`src/rtl/pipeline_sequencer_pkg.sv`:
```
// Opcode encodings, sequencer states and register-usage decode shared by the
// pipeline sequencer and its hazard unit.
package pipeline_sequencer_pkg;

    localparam logic [3:0] OP_LOAD  = 4'b0000;
    localparam logic [3:0] OP_STORE = 4'b0010;
    localparam logic [3:0] OP_ADD   = 4'b0100;
    localparam logic [3:0] OP_SUB   = 4'b0110;
    localparam logic [3:0] OP_NAND  = 4'b1000;
    localparam logic [3:0] OP_BZ    = 4'b0101;
    localparam logic [3:0] OP_BNZ   = 4'b1001;
    localparam logic [3:0] OP_BPZ   = 4'b1101;
    localparam logic [3:0] OP_STOP  = 4'b0001;
    localparam logic [3:0] OP_NOP   = 4'b1010;

    // ORI and SHIFT are identified by their low three opcode bits only.
    localparam logic [2:0] OP_ORI_LO   = 3'b111;
    localparam logic [2:0] OP_SHIFT_LO = 3'b011;

    localparam logic [1:0] REG_R1 = 2'd1;

    typedef enum logic [1:0] {RUN, DRAIN, HALT} seq_state_e;

    typedef struct packed {
        logic       valid;
        logic [1:0] idx;
    } reg_use_t;

    function automatic logic is_ori(input logic [3:0] op);
        return op[2:0] == OP_ORI_LO;
    endfunction

    function automatic logic is_shift(input logic [3:0] op);
        return op[2:0] == OP_SHIFT_LO;
    endfunction

    function automatic reg_use_t writes_reg(input logic [7:0] instr);
        reg_use_t w;
        w.valid = 1'b0;
        w.idx   = instr[7:6];
        if (is_ori(instr[3:0])) begin
            w.valid = 1'b1;
            w.idx   = REG_R1;
        end else if (is_shift(instr[3:0]) ||
                     instr[3:0] inside {OP_LOAD, OP_ADD, OP_SUB, OP_NAND}) begin
            w.valid = 1'b1;
        end
        return w;
    endfunction

    function automatic logic reads_rx(input logic [3:0] op);
        return is_shift(op) || (op inside {OP_STORE, OP_ADD, OP_SUB, OP_NAND});
    endfunction

    function automatic logic reads_ry(input logic [3:0] op);
        return op inside {OP_LOAD, OP_STORE, OP_ADD, OP_SUB, OP_NAND};
    endfunction

endpackage

```
`src/rtl/pipeline_sequencer_hazard_unit.sv`:
```
// RAW hazard detect: the instruction in IR2 reads a register that the
// instruction in IR3 or IR4 has yet to write back. No forwarding exists.
module pipeline_sequencer_hazard_unit
    import pipeline_sequencer_pkg::*;
(
    input  logic [7:0] ir2_i,
    input  logic [7:0] ir3_i,
    input  logic [7:0] ir4_i,
    output logic       hazard_o
);

    reg_use_t wr3;
    reg_use_t wr4;
    logic     rd_rx;
    logic     rd_ry;
    logic     rd_r1;

    function automatic logic conflicts(
        input reg_use_t   w,
        input logic       use_rx,
        input logic       use_ry,
        input logic       use_r1,
        input logic [1:0] rx,
        input logic [1:0] ry
    );
        return w.valid && ((use_rx && (w.idx == rx)) ||
                           (use_ry && (w.idx == ry)) ||
                           (use_r1 && (w.idx == REG_R1)));
    endfunction

    always_comb begin
        wr3      = writes_reg(ir3_i);
        wr4      = writes_reg(ir4_i);
        rd_rx    = reads_rx(ir2_i[3:0]);
        rd_ry    = reads_ry(ir2_i[3:0]);
        rd_r1    = is_ori(ir2_i[3:0]);
        hazard_o = conflicts(wr3, rd_rx, rd_ry, rd_r1, ir2_i[7:6], ir2_i[5:4]) ||
                   conflicts(wr4, rd_rx, rd_ry, rd_r1, ir2_i[7:6], ir2_i[5:4]);
    end

endmodule

```
`src/rtl/pipeline_sequencer.sv`:
```
// Four-stage pipeline sequencer: RUN/DRAIN/HALT control with RAW stalls,
// taken-branch flushes and saturating stall/flush event counters.
module pipeline_sequencer
    import pipeline_sequencer_pkg::*;
#(
    parameter int CNT_W = 16
) (
    input  logic             clock,
    input  logic             reset,
    input  logic [3:0]       IR1_op,
    input  logic [7:0]       IR2,
    input  logic [7:0]       IR3,
    input  logic [7:0]       IR4,
    input  logic             branch_taken,
    output logic             PCWrite,
    output logic             PCSel,
    output logic             PC1_Load,
    output logic             PC2_Load,
    output logic             PC3_Load,
    output logic             IR_1_Load,
    output logic             IR_2_Load,
    output logic             IR_3_Load,
    output logic             IR_4_Load,
    output logic             IR_1_Nop,
    output logic             IR_2_Nop,
    output logic             IR_3_Nop,
    output logic             CounterOn,
    output logic             halted,
    output logic [CNT_W-1:0] stall_count,
    output logic [CNT_W-1:0] flush_count
);

    seq_state_e       state_q, state_d;
    logic [CNT_W-1:0] stall_cnt_q, stall_cnt_d;
    logic [CNT_W-1:0] flush_cnt_q, flush_cnt_d;
    logic             hazard;
    logic             active;

    pipeline_sequencer_hazard_unit u_hazard_unit (
        .ir2_i    (IR2),
        .ir3_i    (IR3),
        .ir4_i    (IR4),
        .hazard_o (hazard)
    );

    always_ff @(posedge clock) begin
        if (!reset) begin
            state_q     <= RUN;
            stall_cnt_q <= '0;
            flush_cnt_q <= '0;
        end else begin
            state_q     <= state_d;
            stall_cnt_q <= stall_cnt_d;
            flush_cnt_q <= flush_cnt_d;
        end
    end

    always_comb begin
        state_d     = state_q;
        stall_cnt_d = stall_cnt_q;
        flush_cnt_d = flush_cnt_q;
        PCWrite     = 1'b0;
        PCSel       = 1'b0;
        PC1_Load    = 1'b0;
        PC2_Load    = 1'b0;
        PC3_Load    = 1'b0;
        IR_1_Load   = 1'b0;
        IR_2_Load   = 1'b0;
        IR_3_Load   = 1'b0;
        IR_4_Load   = 1'b0;
        IR_1_Nop    = 1'b0;
        IR_2_Nop    = 1'b0;
        IR_3_Nop    = 1'b0;
        CounterOn   = 1'b0;
        active      = reset && (state_q != HALT);

        if (active) begin
            CounterOn = 1'b1;
            if (branch_taken) begin
                // Wrong-path flush wins over any hazard and cancels a pending drain.
                PCWrite   = 1'b1;
                PCSel     = 1'b1;
                PC1_Load  = 1'b1;
                PC2_Load  = 1'b1;
                PC3_Load  = 1'b1;
                IR_1_Load = 1'b1;
                IR_2_Load = 1'b1;
                IR_3_Load = 1'b1;
                IR_4_Load = 1'b1;
                IR_1_Nop  = 1'b1;
                IR_2_Nop  = 1'b1;
                IR_3_Nop  = 1'b1;
                if (~&flush_cnt_q) flush_cnt_d = flush_cnt_q + CNT_W'(1);
                state_d   = RUN;
            end else begin
                if (hazard) begin
                    PC3_Load  = 1'b1;
                    IR_3_Load = 1'b1;
                    IR_3_Nop  = 1'b1;
                    IR_4_Load = 1'b1;
                    if (~&stall_cnt_q) stall_cnt_d = stall_cnt_q + CNT_W'(1);
                end else begin
                    PCWrite   = (state_q == RUN);
                    PC1_Load  = (state_q == RUN);
                    PC2_Load  = 1'b1;
                    PC3_Load  = 1'b1;
                    IR_1_Load = 1'b1;
                    IR_2_Load = 1'b1;
                    IR_3_Load = 1'b1;
                    IR_4_Load = 1'b1;
                    IR_1_Nop  = (state_q == DRAIN);
                end

                case (state_q)
                    RUN:     if (IR1_op == OP_STOP) state_d = DRAIN;
                    DRAIN:   if (IR4[3:0] == OP_STOP) state_d = HALT;
                    default: state_d = state_q;
                endcase
            end
        end
    end

    assign halted      = reset && (state_q == HALT);
    assign stall_count = stall_cnt_q;
    assign flush_count = flush_cnt_q;

endmodule
```
`config.mk`:
```
export PLATFORM = sky130hd
export DESIGN_NAME = pipeline_sequencer
export DESIGN_NICKNAME = d
export VERILOG_FILES = /design/src/rtl/pipeline_sequencer_pkg.sv /design/src/rtl/pipeline_sequencer_hazard_unit.sv /design/src/rtl/pipeline_sequencer.sv
export SDC_FILE = /design/constraint.sdc
export NUM_CORES = 1
export LEC_CHECK = 0
export CAP_MARGIN = 20
export CORE_ASPECT_RATIO = 1.1
export CORE_UTILIZATION = 45
export DETAILED_ROUTE_END_ITERATION = 8
export GPL_ROUTABILITY_DRIVEN = 0
export PLACE_DENSITY = 0.77
export SETUP_SLACK_MARGIN = 0.5
export SKIP_LAST_GASP = 1
export SYNTH_ARGS = -nofsm -noshare
export SYNTH_HDL_FRONTEND = slang
export SYNTH_SLANG_ARGS = --single-unit
```
`constraint.sdc`:
```
create_clock -name clock -period 2.6 [get_ports clock]
set_clock_uncertainty 0.15 [all_clocks]
set_input_delay 0.52 -clock clock [delete_from_list [all_inputs] [get_ports clock]]
set_output_delay 0.52 -clock clock [all_outputs]
set_load 0.1 [all_outputs]
```
## Word-level counts from Yosys, hierarchy flattened

Cells that the tools add are included.

| operators by class | value |
|---|---|
| equal/unequal tests | 29 |
| bitwise operators | 3 |
| reduce and logical (&&, ||, !) cells | 32 |
| muxes and demuxes | 25 |
| add/subtract/negate cells | 2 |

Operators with widths:

| operator | number |
|---|---|
| $add A16 B1 Y16 const B | 2 |
| $reduce_and A16 Y1 | 2 |
| $eq A4 B3 Y1 const B | 6 |
| $mux W1 | 19 |
| $eq A4 B4 Y1 const B | 3 |
| $logic_not A4 Y1 | 3 |
| $reduce_bool A4 Y1 | 3 |
| $logic_and A1 B1 Y1 | 10 |
| $mux W2 | 5 |
| $eq A3 B2 Y1 const B | 3 |
| $eq A3 B3 Y1 const B | 3 |
| $eq A2 B2 Y1 | 4 |
| $eq A4 B1 Y1 const B | 2 |
| $logic_or A1 B1 Y1 | 8 |
| $reduce_and A4 Y1 | 2 |
| $eq A2 B1 Y1 const B | 3 |
| $ne A3 B2 Y1 const B | 2 |
| $reduce_bool A5 Y1 | 1 |
| $eq A4 B2 Y1 const B | 1 |
| $pmux W2 S2 | 1 |
| $not A1 Y1 | 3 |
| $reduce_and A3 Y1 | 1 |
| $reduce_bool A3 Y1 | 1 |
| $eq A2 B2 Y1 const B | 1 |
| 2 further kinds | 2 |

| word-level totals | value |
|---|---|
| bits of input ports | 31 |
| logic and storage cells | 94 |
| output and inout bits | 46 |
| flip-flop bits (word level) | 34 |

## Logic depth before layout (Yosys ltp)

| depth | value |
|---|---|
| depth after elaboration | 11 |
| mapped depth | 10 |
| depth with buffers taken out | 8 |

## Modules after synthesis

From an unflattened synthesis, not the netlist that was laid out.

| unflattened totals | value |
|---|---|
| cell total of the unflattened synthesis | 253 |
| area, all modules | 2114.5 um^2 |

Modules (own cells, without submodules):

| module | area each (um^2) | seq. area each (um^2) | instances | cells each |
|---|---|---|---|---|
| pipeline_sequencer | 1819.2 | 680.7 | 1 | 214 |
| pipeline_sequencer_hazard_unit | 295.3 | 0.0 | 1 | 39 |

## Worst setup path before layout

Ideal clock, no wire load.

| timing path | value |
|---|---|
| path type | input -> output |
| start point | input IR4[0] |
| end point | output IR_1_Nop |
| arrival time | 3924 ps |
| data required time | 1930 ps |
| path buffers | 2 |
| path slack | -1994 ps |
| stages | 9 |
| cell sequence | buf_2 > nand2b_1 > a21oi_1 > a21oi_1 > a32oi_1 > o2111a_2 > buf_2 > a21oi_1 > a211oi_1 |

| on the way | value |
|---|---|
| cells in the longest elaborated chain, start to end | 11 |
| elaborated cells between the ends (all ways) | 24 |
| those cells by class | eq/ne (8); mux (6); reduce/logical (10) |

RTL lines:

| element | line | RTL |
|---|---|---|
| start, declared | pipeline_sequencer.sv:13 | `input logic [7:0] IR4,` |
| $eq A3 B3 Y1 | pipeline_sequencer_pkg.sv:30 | `return op[2:0] == OP_ORI_LO;` |
| $mux W2 | pipeline_sequencer_pkg.sv:41 | `if (is_ori(instr[3:0])) begin` |
| $eq A2 B2 Y1, on equally long branches | pipeline_sequencer_hazard_unit.sv:26, pipeline_sequencer_hazard_unit.sv:27 |  |
| $logic_and A1 B1 Y1, on equally long branches | pipeline_sequencer_hazard_unit.sv:26, pipeline_sequencer_hazard_unit.sv:27 |  |
| $logic_or A1 B1 Y1 | pipeline_sequencer_hazard_unit.sv:26 | `return w.valid && ((use_rx && (w.idx == rx)) \|\|` |
| $logic_or A1 B1 Y1 | pipeline_sequencer_hazard_unit.sv:27 | `(use_ry && (w.idx == ry)) \|\|` |
| $logic_and A1 B1 Y1 * | pipeline_sequencer_hazard_unit.sv:26 |  |
| $logic_or A1 B1 Y1 * | pipeline_sequencer_hazard_unit.sv:37 | `hazard_o = conflicts(wr3, rd_rx, rd_ry, rd_r1, ir2_i[7:6], ir2_i[5:4]) \|\|` |
| $mux W1 * | pipeline_sequencer.sv:96 | `if (hazard) begin` |
| $mux W1 * | pipeline_sequencer.sv:79 | `if (branch_taken) begin` |
| $mux W1 * | pipeline_sequencer.sv:77 | `if (active) begin` |
| end, declared | pipeline_sequencer.sv:24 | `output logic IR_1_Nop,` |

Mark *: on every way between the ends. The rest lies on a longest branch, timed or not.

## Worst setup path in the final report

| timing path | value |
|---|---|
| start point | input IR3[0] |
| end point | output PCWrite |

| on the way | value |
|---|---|
| cells in the longest elaborated chain, start to end | 11 |
| elaborated cells between the ends (all ways) | 24 |
| those cells by class | eq/ne (8); mux (6); reduce/logical (10) |

RTL lines:

| element | line | RTL |
|---|---|---|
| start, declared | pipeline_sequencer.sv:12 | `input logic [7:0] IR3,` |
| $eq A3 B3 Y1 | pipeline_sequencer_pkg.sv:30 |  |
| $mux W2 | pipeline_sequencer_pkg.sv:41 |  |
| $eq A2 B2 Y1, on equally long branches | pipeline_sequencer_hazard_unit.sv:26, pipeline_sequencer_hazard_unit.sv:27 |  |
| $logic_and A1 B1 Y1, on equally long branches | pipeline_sequencer_hazard_unit.sv:26, pipeline_sequencer_hazard_unit.sv:27 |  |
| $logic_or A1 B1 Y1 | pipeline_sequencer_hazard_unit.sv:26 |  |
| $logic_or A1 B1 Y1 | pipeline_sequencer_hazard_unit.sv:27 |  |
| $logic_and A1 B1 Y1 * | pipeline_sequencer_hazard_unit.sv:26 |  |
| $logic_or A1 B1 Y1 * | pipeline_sequencer_hazard_unit.sv:37 |  |
| $mux W1 * | pipeline_sequencer.sv:96 |  |
| $mux W1 * | pipeline_sequencer.sv:79 |  |
| $mux W1 * | pipeline_sequencer.sv:77 |  |
| end, declared | pipeline_sequencer.sv:15 | `output logic PCWrite,` |

Marks and branches as above.

==> key figures <==
Status
  – Outcome: complete, but fails checks
  – Failing checks: DRC, setup timing

Yosys
  – Dominant combinational cell family by area after synthesis: simple AND/OR/NAND/NOR gates
  – Top-area cell type share of the netlist area: 31.5%
  – Synthesis-stage register bit count: 34
  – Post-synth top area cell: sky130_fd_sc_hd__dfxtp_1
  – Most used standard cell by instance count after synthesis: sky130_fd_sc_hd__dfxtp_1
  – Arithmetic-cell share of the synthesized area counting full adders, half adders and majority gates: 1.16%
  – Area share of xor/xnor cells in the synthesized design: 8.50%
  – Syn_area_per_cell: 7.95 sq um
  – Count of warnings emitted by yosys: 0
  – Biggest area contributors in the synthesized netlist: sky130_fd_sc_hd__dfxtp_1 31%, sky130_fd_sc_hd__nand2_1 5.7%, sky130_fd_sc_hd__xor2_1 5.7%
  – Multiplexer fraction of the synthesized cell area: 5.55%
  – Area of the mapped netlist: 2160 sq um
  – Number of enable flip-flop cells after synthesis: 0
  – Share of synthesized flip-flops with an asynchronous set or reset: 0%
  – Post-synth top cells: 34 x sky130_fd_sc_hd__dfxtp_1, 33 x sky130_fd_sc_hd__nand2_1, 25 x sky130_fd_sc_hd__nor2_1, 18 x sky130_fd_sc_hd__a21oi_1, 14 x sky130_fd_sc_hd__xor2_1
  – Mapped Nets: 305
  – Gate count of the mapped netlist: 272
  – Proportion of synthesized chip area in sequential cells: 31.5%
  – Top_reg_cell synth: sky130_fd_sc_hd__dfxtp_1
  – Netlist cell types: 48
  – Simple-Gate Fraction of Synth Area: 32.6%
  – Share of the synthesized area in compound gates (AO/OA/AOI/OAI): 13.4%

Layout
  – Number of inserted diodes: 0
  – Fill count: 299
  – Final design area excluding fillers: 3770 sq um
  – Net total in the final layout: 408
  – Layout Cells excl Fill: 432
  – Area Growth Syn to Fin: 74.1%
  – Fraction of layout cells with a size suffix above 1: 52.1%
  – Post-route core utilization: 81.6%

Die
  – Height of the die: 74.7 um
  – Area enclosed by the die boundary: 5090 sq um
  – Horizontal die dimension: 68.1 um
  – Initial Utilization: 46.8%
  – Number of rows in the core area: 26
  – Floorplan core area: 4620 sq um
  – IO Count: 77

Timing
  – Setup ws final: -0.153 ns
  – Maximum achievable frequency: 0.363 GHz
  – Minimum period implied by the final worst setup slack: 2.75 ns
  – RSZ-0062 raised after global routing: yes
  – Transition time of the tightest slew-check pin: 0.411 ns
  – Hold Violations, Final: 0
  – Count of pins over their slew limit: 0
  – Final worst-path cycle share: 106%
  – Final setup violating endpoints: 7
  – Headroom to the max-slew limit: 72.6%
  – Total negative slack for setup checks: -0.983 ns

Critical path
  – Critical Path Source Type: primary input
  – Maximum net fanout on the critical path: 5
  – Element type at the critical path end: output port
  – Worst path cell trace: buf_6, or2b_1, a21oi_2, nor4_2, a32oi_1, o2111a_2, buf_6, nand2b_4, a21oi_4, buf_12
  – Arrival time of data at the critical path endpoint: 2.08 ns
  – Start-to-end type of the worst setup path: in2out
  – Reg-to-reg setup timing slack: 0.44 ns
  – Cell mode on critical path: sky130_fd_sc_hd__buf_6
  – Largest stage delay on the critical path: 0.27 ns
  – Worst path required time: 1.93 ns
  – Crit-path leading delay family: compound AO/OA/AOI/OAI gates
  – WP buf/inv: 3
  – CP max-delay cell: sky130_fd_sc_hd__o2111a_2

Pwr
  – Peak supply drop: 0.000264 V
  – Leakage Power: 1.52 nW
  – Power density cells: 374 nW/um^2

Clock tree
  – Num CTS Buffers: 5
  – TritonCTS clock tree: built
  – Buffer levels on the longest clock path: 2
  – Maximum level of the CTS H-tree: 2
  – Skew-Pair Late Insertion Delay: 0.29 ns
  – Clock Tree Root: sky130_fd_sc_hd__clkbuf_8
  – Clock-pin slew reported for the worst setup and hold paths after clock tree synthesis: 0.07 ns
  – Number of sinks handled by clock tree synthesis: 34

Job
  – Count of max-cap constraint violations: 0

Drt
  – Final routed wire length divided by cell count: 14.8 um
  – Total via count in the routed design: 2,353
  – Antenna viol nets, final: 0
  – Drc violations: 1
  – Avg Vias per Cell: 5.45
  – DRC marker count from the first detailed-route iteration: 124
  – Drt total wl: 6410 um
  – Number of iterations in the first detailed-routing pass: 6

Global route
  – Vias in the first global route: 2,118
  – Global-route wire length before repair: 9340 um
  – Global-route congestion overflow total: 0
  – Pin count of the biggest net entering global routing: 19
  – Global-route usage over all layers: 24.3%
  – Antenna violations before repair: 0

Place
  – Placed Instance Area: 3380 sq um
  – IO Port Bufs: 72
  – Total instance count after detailed placement: 414
  – Half-perimeter wire length after detailed placement: 4450 um

Worst hold path
  – Class of the tightest hold or removal check: reg2reg
-- final timing paths --
| check | start | end | depth (start not counted) |
|---|---|---|---|
| worst max-delay path | IR3[0] | PCWrite | 10 |
| worst max register to register | stall_count[5]$_SDFFE_PN0P_ | stall_count[13]$_SDFFE_PN0P_ | 6 |
| worst min register to register | stall_count[0]$_SDFFE_PN0P_ | stall_count[0]$_SDFFE_PN0P_ | 1 |
| worst min-delay path | stall_count[0]$_SDFFE_PN0P_ | stall_count[0]$_SDFFE_PN0P_ | 1 |
-- layout by cell type, fill, tap and decap left out, types with 7 or more instances in the layout --
master	instances
sky130_fd_sc_hd__nand3_1	8
sky130_fd_sc_hd__buf_12	15
sky130_fd_sc_hd__a21oi_1	9
sky130_fd_sc_hd__xnor2_1	7
sky130_fd_sc_hd__inv_1	8
sky130_fd_sc_hd__dlygate4sd2_1	7
sky130_fd_sc_hd__buf_4	64
sky130_fd_sc_hd__xor2_1	13
sky130_fd_sc_hd__nand4_1	8
sky130_fd_sc_hd__mux2i_1	12
sky130_fd_sc_hd__nand2_1	30
sky130_fd_sc_hd__buf_6	15
sky130_fd_sc_hd__dfxtp_4	26
sky130_fd_sc_hd__nor2_1	21
-- where the power goes --
group / leakage [nW] / internal [mW] / switching (mW)
logic: 1.17 / 0.198 / 0.291
clock network: 0.0472 / 0.213 / 0.203
registers: 0.298 / 0.500 / 0.00575
-- registers in the layout, indices dropped and copies added, names as in the netlist --
name	flops
state_q	2
stall_count	16
flush_count	16
-- cells by family after synthesis --
kind of cell	after synthesis
and+or+nand+nor	128
AOI/OAI and AO/OA	45
DFF	34
buffers and inverters	30
xor gates and xnor gates	21
muxes	12
adders and majority gates	2
-- layout make-up --
| type | instances | area [sq um] | share of cell area (%) |
|---|---|---|---|
| Clock buffer | 6 | 82.6 | 2.19 |
| Clock inverter | 2 | 12.5 | 0.332 |
| Tap cell | 56 | 70.1 | 1.86 |
| Multi-Input combinational cell | 208 | 1650 | 43.9 |
| Inverter | 12 | 52.6 | 1.39 |
| Timing Repair Buffer | 114 | 1110 | 29.5 |
| Sequential cell | 34 | 786 | 20.9 |
-- worst reg2reg max path, cell delays in order (launching register included) --
cell and delay (ns):
sky130_fd_sc_hd__dfxtp_4 0.35, sky130_fd_sc_hd__and4_1 0.22, sky130_fd_sc_hd__and3_4 0.19, sky130_fd_sc_hd__a41o_1 0.27, sky130_fd_sc_hd__or2_0 0.35, sky130_fd_sc_hd__or4_1 0.44, sky130_fd_sc_hd__a21oi_1 0.13
-- metrics by stage --
step | hold WS [ns] | setup slack [ns] | total power [mW]
finish | 0.325 | -0.153 | 1.41
global route | 0.338 | -0.242 | 1.47
CTS | 0.328 | -0.133 | 1.40
detailed placement | 0.310 | -0.694 | 0.949
global placement | 0.304 | -0.620 | 0.944
floorplan | 0.360 | -0.513 | 0.815
-- routing by layer --
metal / global-route usage (%) / vias to the layer above / wire length (um)
li1: - / 1164 / -
met5: 0 / - / 0
met2: 45.1 / 63 / 3430
met4: 9.26 / 0 / 123
met1: 26.6 / 1113 / 2650
met3: 5.15 / 13 / 205
-- what timing repair did --
| item | CTS | global route |
|---|---|---|
| hold buffers | 0 | 0 |
| setup endpoints to repair | 37 | 32 |
| hold endpoints to repair | 0 | 0 |
| setup buffers | 6 | 4 |
| pin swaps | 18 | 13 |
| resized for setup | 112 | 21 |
Note: power is estimated with default switching activity, not from simulation.
